[config.mk]
export PLATFORM = sky130hd
export DESIGN_NAME = mul_iter_unit
export DESIGN_NICKNAME = d
export VERILOG_FILES = /design/src/rtl/mul_pkg.sv /design/src/rtl/mul_iter_unit.sv
export SDC_FILE = /design/constraint.sdc
export NUM_CORES = 1
export LEC_CHECK = 0
export ABC_AREA = 1
export CORE_MARGIN = 1.5
export CORE_UTILIZATION = 33
export DETAILED_ROUTE_END_ITERATION = 7
export PLACE_DENSITY = 0.52
export RECOVER_POWER = 25
export SYNTH_ARGS = -nofsm -noshare
export SYNTH_HDL_FRONTEND = slang
export SYNTH_SLANG_ARGS = --single-unit
export TNS_END_PERCENT = 10
[constraint.sdc]
create_clock -name clk -period 2.8 [get_ports clk]
set_input_delay 0.42 -clock clk [delete_from_list [all_inputs] [get_ports clk]]
set_output_delay 0.42 -clock clk [all_outputs]
set_load 0.05 [all_outputs]
[src/rtl/mul_pkg.sv]
// Shared types and constants for the iterative shift-add multiplier.
package mul_pkg;

    // Default operand/product width.
    localparam int unsigned MUL_WIDTH = 32;

    // Iteration counter width: must be able to hold the value WIDTH itself.
    function automatic int unsigned cnt_width(input int unsigned width);
        return $clog2(width) + 1;
    endfunction

    localparam int unsigned MUL_CNT_WIDTH = cnt_width(MUL_WIDTH);

    // Controller states.
    typedef enum logic [1:0] {
        StIdle = 2'd0,
        StRun  = 2'd1,
        StDone = 2'd2
    } mul_state_e;

endpackage

[src/rtl/mul_iter_unit.sv]
// Iterative shift-add multiplier for MUL/MLA. Produces the low WIDTH bits of
// Rm*Rs, one multiplier bit per cycle, with a start/busy/done handshake so
// the pipeline can stall. The product register feeds the ALU Bin operand.
module mul_iter_unit
    import mul_pkg::*;
#(
    parameter int unsigned WIDTH      = MUL_WIDTH,
    parameter bit          EARLY_TERM = 1'b1
) (
    input  logic             clk,
    input  logic             rst_n,
    input  logic             start,
    input  logic             flush,
    input  logic [WIDTH-1:0] Rm_in,
    input  logic [WIDTH-1:0] Rs_in,
    output logic             busy,
    output logic             done,
    output logic [WIDTH-1:0] Prod
);

    localparam int unsigned    CntW      = cnt_width(WIDTH);
    localparam logic [CntW-1:0] LastCount = CntW'(WIDTH);

    mul_state_e state_q, state_d;

    logic [WIDTH-1:0] acc_q, acc_d;
    logic [WIDTH-1:0] mcand_q, mcand_d;
    logic [WIDTH-1:0] mplier_q, mplier_d;
    logic [WIDTH-1:0] prod_q, prod_d;
    logic [CntW-1:0]  count_q, count_d;

    logic [WIDTH-1:0] acc_step;
    logic [WIDTH-1:0] mcand_step;
    logic [WIDTH-1:0] mplier_step;
    logic [CntW-1:0]  count_step;
    logic             last_iter;

    // One shift-add step and the termination test on the post-shift multiplier.
    always_comb begin
        acc_step    = mplier_q[0] ? (acc_q + mcand_q) : acc_q;
        mcand_step  = mcand_q << 1;
        mplier_step = mplier_q >> 1;
        count_step  = count_q + CntW'(1);
        // Early exit needs no leading-one detector: no set bits left means done.
        last_iter   = (count_step == LastCount) || (EARLY_TERM && (mplier_step == '0));
    end

    // Next-state and datapath load/update; flush overrides start and completion.
    always_comb begin
        state_d  = state_q;
        acc_d    = acc_q;
        mcand_d  = mcand_q;
        mplier_d = mplier_q;
        count_d  = count_q;
        prod_d   = prod_q;

        if (flush) begin
            state_d = StIdle;
        end else begin
            case (state_q)
                StIdle, StDone: begin
                    if (start) begin
                        state_d  = StRun;
                        acc_d    = '0;
                        mcand_d  = Rm_in;
                        mplier_d = Rs_in;
                        count_d  = '0;
                    end else begin
                        state_d = StIdle;
                    end
                end
                StRun: begin
                    acc_d    = acc_step;
                    mcand_d  = mcand_step;
                    mplier_d = mplier_step;
                    count_d  = count_step;
                    if (last_iter) begin
                        state_d = StDone;
                        prod_d  = acc_step;
                    end
                end
                default: begin
                    state_d = StIdle;
                end
            endcase
        end
    end

    // State and datapath registers; reset aborts any multiply in flight.
    always_ff @(posedge clk or negedge rst_n) begin
        if (!rst_n) begin
            state_q  <= StIdle;
            acc_q    <= '0;
            mcand_q  <= '0;
            mplier_q <= '0;
            count_q  <= '0;
            prod_q   <= '0;
        end else begin
            state_q  <= state_d;
            acc_q    <= acc_d;
            mcand_q  <= mcand_d;
            mplier_q <= mplier_d;
            count_q  <= count_d;
            prod_q   <= prod_d;
        end
    end

    // Handshake outputs decode straight from state so reset clears them at once.
    always_comb begin
        busy = (state_q == StRun);
        done = (state_q == StDone);
        Prod = prod_q;
    end

endmodule

Word level (Yosys, flattened, before mapping)
Index checks and enable logic that the tools add are counted.
{ "totals": {"ff_bits": 136, "latchBits": 0, "ramBits": 0, "romBits": 0, "input_bits": 68, "out_inout_bits": 34, "word_cells": 34, "mem_count": 0} }
{ "classes": {"add_sub_neg": 2, "mul": 0, "div_mod_pow": 0, "order_cmp": 0, "n_eq_ne": 5, "shift": 0, "muxes": 13, "bitwise_logic": 1, "reduce_logical": 7} }
{ "op_table": {"columns": ["operator", "count"], "rows": [
  ["case mux 32 bit (2 select lines)", 3],
  ["two-way mux 32 bit", 4],
  ["adder 32 bit", 1],
  ["logical NOT 32 bit", 1],
  ["case mux 6 bit (2 select lines)", 1],
  ["adder 6 x 1 -> 6 bit (second input constant)", 1],
  ["equality test 6 bit (second input constant)", 1],
  ["two-way mux 6 bit", 1],
  ["AND reduction 3 bit", 2],
  ["two-way mux 2 bit", 2],
  ["case mux 2 bit (2 select lines)", 1],
  ["!= test 3 x 2 -> 1 bit (second input constant)", 1],
  ["equality test 2 x 1 -> 1 bit (second input constant)", 1],
  ["equality test 2 bit (second input constant)", 1],
  ["logical NOT 2 bit", 1],
  ["!= test 2 bit (second input constant)", 1],
  ["nonzero test 2 bit", 1],
  ["OR reduction 2 bit", 1],
  ["logical OR 1 bit", 1],
  ["two-way mux 1 bit", 1],
  ["NOT 1 bit", 1]
]} }

Longest topological paths before layout
{ "logic_depth": {"ltp_word": 6, "depth_mapped": 14, "ltp_nobuf": 14} }

Least setup slack after synthesis
No wires, ideal clock.
{ "synth_path": {"path_kind": "register -> register", "start": "register acc_q[0]", "end": "register prod_q[24], in the netlist Prod[24]", "setup_ns": 0.118, "t_arrival_ns": 1.814, "required_ns": 2.682, "setup_slack_ns": 0.869, "path_stages_with_launch": 15, "path_buffers": 0, "synth_period_minus_slack_ns": 1.931, "path_cell_list": "dfrtp_1 ha_1 fa_1 nand3_1 nand3_1 nand2_1 nand2_1 nand2_1 nand2_1 nand2_1 nand2_1 nand2_1 nand3_1 nand3_1 nand2_1"} }
{ "synth_via": {"elab_chain_cells": 2} }
{ "synth_lines": {"columns": ["item", "line_no", "rtl"], "rows": [
  ["start, declared", "mul_iter_unit.sv:26", "logic [WIDTH-1:0] acc_q, acc_d;"],
  ["start signal, assigned", "mul_iter_unit.sv:93", "acc_q <= '0;"],
  ["start signal, assigned", "mul_iter_unit.sv:100", "acc_q <= acc_d;"],
  ["adder 32 bit", "mul_iter_unit.sv:40", "acc_step = mplier_q[0] ? (acc_q + mcand_q) : acc_q;"],
  ["two-way mux 32 bit", "mul_iter_unit.sv:40", null],
  ["end signal, assigned", "mul_iter_unit.sv:104", "prod_q <= prod_d;"],
  ["end, declared", "mul_iter_unit.sv:29", "logic [WIDTH-1:0] prod_q, prod_d;"]
]} }
No other way between the ends.
A chain may end at the register's enable or synchronous reset.

Worst setup path after layout
Same ends and word-level chain as after synthesis.

==> impl_metrics.py <==
metrics = {
    "outcome": {
        "status": "finished with violations",
        "violations": "max-capacitance violations, max-slew violations",
    },
    "floorplanning": {
        "rows": 58,
        "die_h_um": 164,
        "die_area_mm2": 0.0269,
        "initial_utilization": 0.338,
        "core_mm2": 0.0253,
        "die_w_um": 164,
        "ios": 102,
    },
    "clock_network": {
        "cts_max_level": 4,
        "clk_latency_ns": 0.42,
        "clock-root-buffer": "clkbuf_16",
        "clkTransAtPathRegs_ns": 0.06,
        "cts_tree": "done",
        "clock_sinks": 136,
        "clockBufferDepth": 2,
        "numCtsBuffers": 17,
        "postCtsSetupBuffers": 0,
    },
    "detailed_routing": {
        "drc": 0,
        "drt_iter0_drc": 391,
        "wl_per_cell_um": 14.5,
        "vias_per_cell": 4.71,
        "dr.pass1.iters": 5,
        "ant_nets": 0,
        "vias": 7731,
        "wl_mm": 23.8,
    },
    "synth": {
        "syn_area_per_cell_um2": 7.04,
        "ys.warnings.count": 0,
        "syn_area_mm2": 0.00855,
        "synth_seq_cells": 136,
        "ys_seq_area_frac": 0.398,
        "syn-num-nets": 1316,
        "syn_inst": 1215,
        "synth_cell_type_count": 37,
    },
    "sta": {
        "rsz0062_at_grt": "false",
        "skew_ns": 0.0113,
        "hold_violations": 0,
        "max_freq_ghz": 0.433,
        "fin_tns_setup_ns": 0,
        "slew_viol_final": 56,
        "setup_viol": 0,
        "fin_crit_sh": 0.826,
        "relSlewSlack": -0.0294,
        "worstMarginPinSlew_ns": 1.54,
        "min_period_ns": 2.31,
    },
    "power_and_ir_drop": {
        "p_int_uw": 5160,
        "pwr-share-seq": 0.311,
        "pwr-share-comb": 0.414,
        "swShare": 0.408,
        "power.leakage_uw": 0.00535,
        "switchingPower_uw": 3560,
        "p_per_area_mw_per_mm2": 829,
        "p_clk_frac": 0.276,
        "ir_drop_uv": 372,
    },
    "placed_design": {
        "dpl_cell_area_mm2": 0.00990,
        "hpwlAfterDp_mm": 17.6,
        "place.port_buffers": 101,
        "dpl.cell_count": 1610,
        "routabilityCongestion": 0.863,
    },
    "critical_path": {
        "path_cells": "ha_1 -> fa_1 -> nand3_1 -> nand3_1 -> nand2_1 -> nand2_1 -> nand2_1 -> nand2_1 -> nand2_1 -> nand2_1 -> nand2_1 -> nand3_1 -> nand3_1 -> nand2_1",
        "endpoint_kind": "flop",
        "path_class": "flop to flop",
        "critPathMaxStageDelay_ns": 0.46,
        "reg2reg_slack_ns": 0.49,
        "cp_top_family": "simple AND/OR/NAND/NOR gates",
        "crit_path_max_fanout": 4,
        "cp_common_cell": "nand2_1",
        "critPathSlowestCell": "fa_1",
        "worstPathRequired_ns": 3.10,
        "arrival_ns": 2.62,
        "worstPathBufferInverterCount": 0,
        "cp-start-kind": "flop",
    },
    "final_layout": {
        "area_growth_pct": 23.0,
        "drive_gt1_frac": 0.0549,
        "mostFrequentLayoutCells": "nand2_1 (411), inv_1 (192), dfrtp_1 (136)",
        "final_area_mm2": 0.0105,
        "layout.nets": 1401,
        "fin_cells": 1642,
        "final_common_cell": "nand2_1",
        "antenna-diode-count": 0,
    },
    "global_route": {
        "grt_max_degree": 119,
        "track_usage": 0.189,
        "grt_pass1_wl_mm": 39.5,
        "grt_antenna_before_repair": 0,
        "overflow": 0,
        "grt_pass1_vias": 7565,
    },
    "job": {
        "max-cap-violations": 1,
    },
    "min_path": {
        "worstHoldPathType": "flop to flop",
    },
}
-- worst paths after layout --
check / start / to / cells after the start
min in group asynchronous: rst_n / Prod[25] / 2
hold / removal: Prod[28] / Prod[28] / 2
setup reg to reg: acc_q[0] / Prod[24] / 14
setup / recovery: acc_q[0] / Prod[24] / 14
max in group asynchronous: rst_n / count_q[1] / 3
hold reg to reg: Prod[28] / Prod[28] / 2
-- Yosys cell counts (all sizes together) --
library cell,number,area share
dfrtp,136,0.40
clkbuf,16,0.0072
or2,18,0.013
nor2,57,0.027
nor3,7,0.0047
xnor2,10,0.010
nand4,5,0.0037
xor2,8,0.0082
buf,31,0.021
a32o,1,0.0012
o22ai,12,0.0088
fa,1,0.0023
nand3,88,0.052
o21bai,2,0.0018
o21ai,92,0.054
a22o,1,0.0010
nand2,413,0.18
inv,196,0.086
nor4,4,0.0029
and2,2,0.0015
a31oi,8,0.0059
a21o,1,0.00088
ha,32,0.047
o211ai,54,0.047
a21oi,20,0.012
-- tightest hold or removal path, cell delays in order (launching register included) --
cell,delay [ns]
dfrtp_1,0.34
nand2_1,0.05
nand2_1,0.06
-- power by group through the flow --
stage / clock (uW) / combinational (uW) / sequential, uW
5_1_grt: 2530 / 4180 / 2770
6_report: 2400 / 3610 / 2710
3_5_place_dp: 0 / 3610 / 2740
4_1_cts: 2460 / 3630 / 2710
2_1_floorplan: 0 / 2710 / 2620
3_3_place_gp: 0 / 3610 / 2730
-- flip-flops by register name (all words and copies together), names as in the netlist --
| name | count |
|---|---|
| mcand_q | 32 |
| Prod | 32 |
| state_q | 2 |
| count_q | 6 |
| acc_q | 32 |
| mplier_q | 32 |
-- cell type report --
type	count	area [um2]
clock buffers	20	457
clock inverters	11	160
fillers	2629	14800
inverters	196	738
multi-input cells	836	4170
flip-flops and latches	136	3400
well taps	330	413
repair buffers	113	1170
-- stage by stage --
step	power [uW]	setup WS, ns	hold slack (ns)	utilization
finish	8720	0.488	0.482	0.415
global route	9480	0.245	0.506	0.415
CTS	8800	0.505	0.486	0.415
detailed placement	6350	0.517	0.434	0.391
global placement	6340	0.596	0.431	0.391
floorplan	5320	0.869	0.124	-
-- cells by family (layout without fill, tap and decap cells) --
family / count (synthesis) / in the layout / share of synthesized area
buffers and inverters: 243 / 340 / 0.115
adder cells (fa/ha/maj): 33 / 33 / 0.0492
AO/OA/AOI/OAI: 191 / 191 / 0.132
XOR/XNOR: 18 / 18 / 0.0184
AND/OR/NAND/NOR: 594 / 594 / 0.287
flip-flops: 136 / 136 / 0.398
-- metal layers --
layer  routed length (um)  vias to the layer above  global-route usage
met2                10300                      130               0.289
li1                     -                     4051                   -
met1                12200                     3532               0.273
met5                    0                        -                   0
met4                  291                        0              0.0500
met3                 1020                       18              0.0356
-- repair_timing --
item	CTS	global route
gates resized for setup	0	0
hold buffers	1	0
endpoints found under the hold margin	24	0
Note: power is estimated with default switching activity, not from simulation.
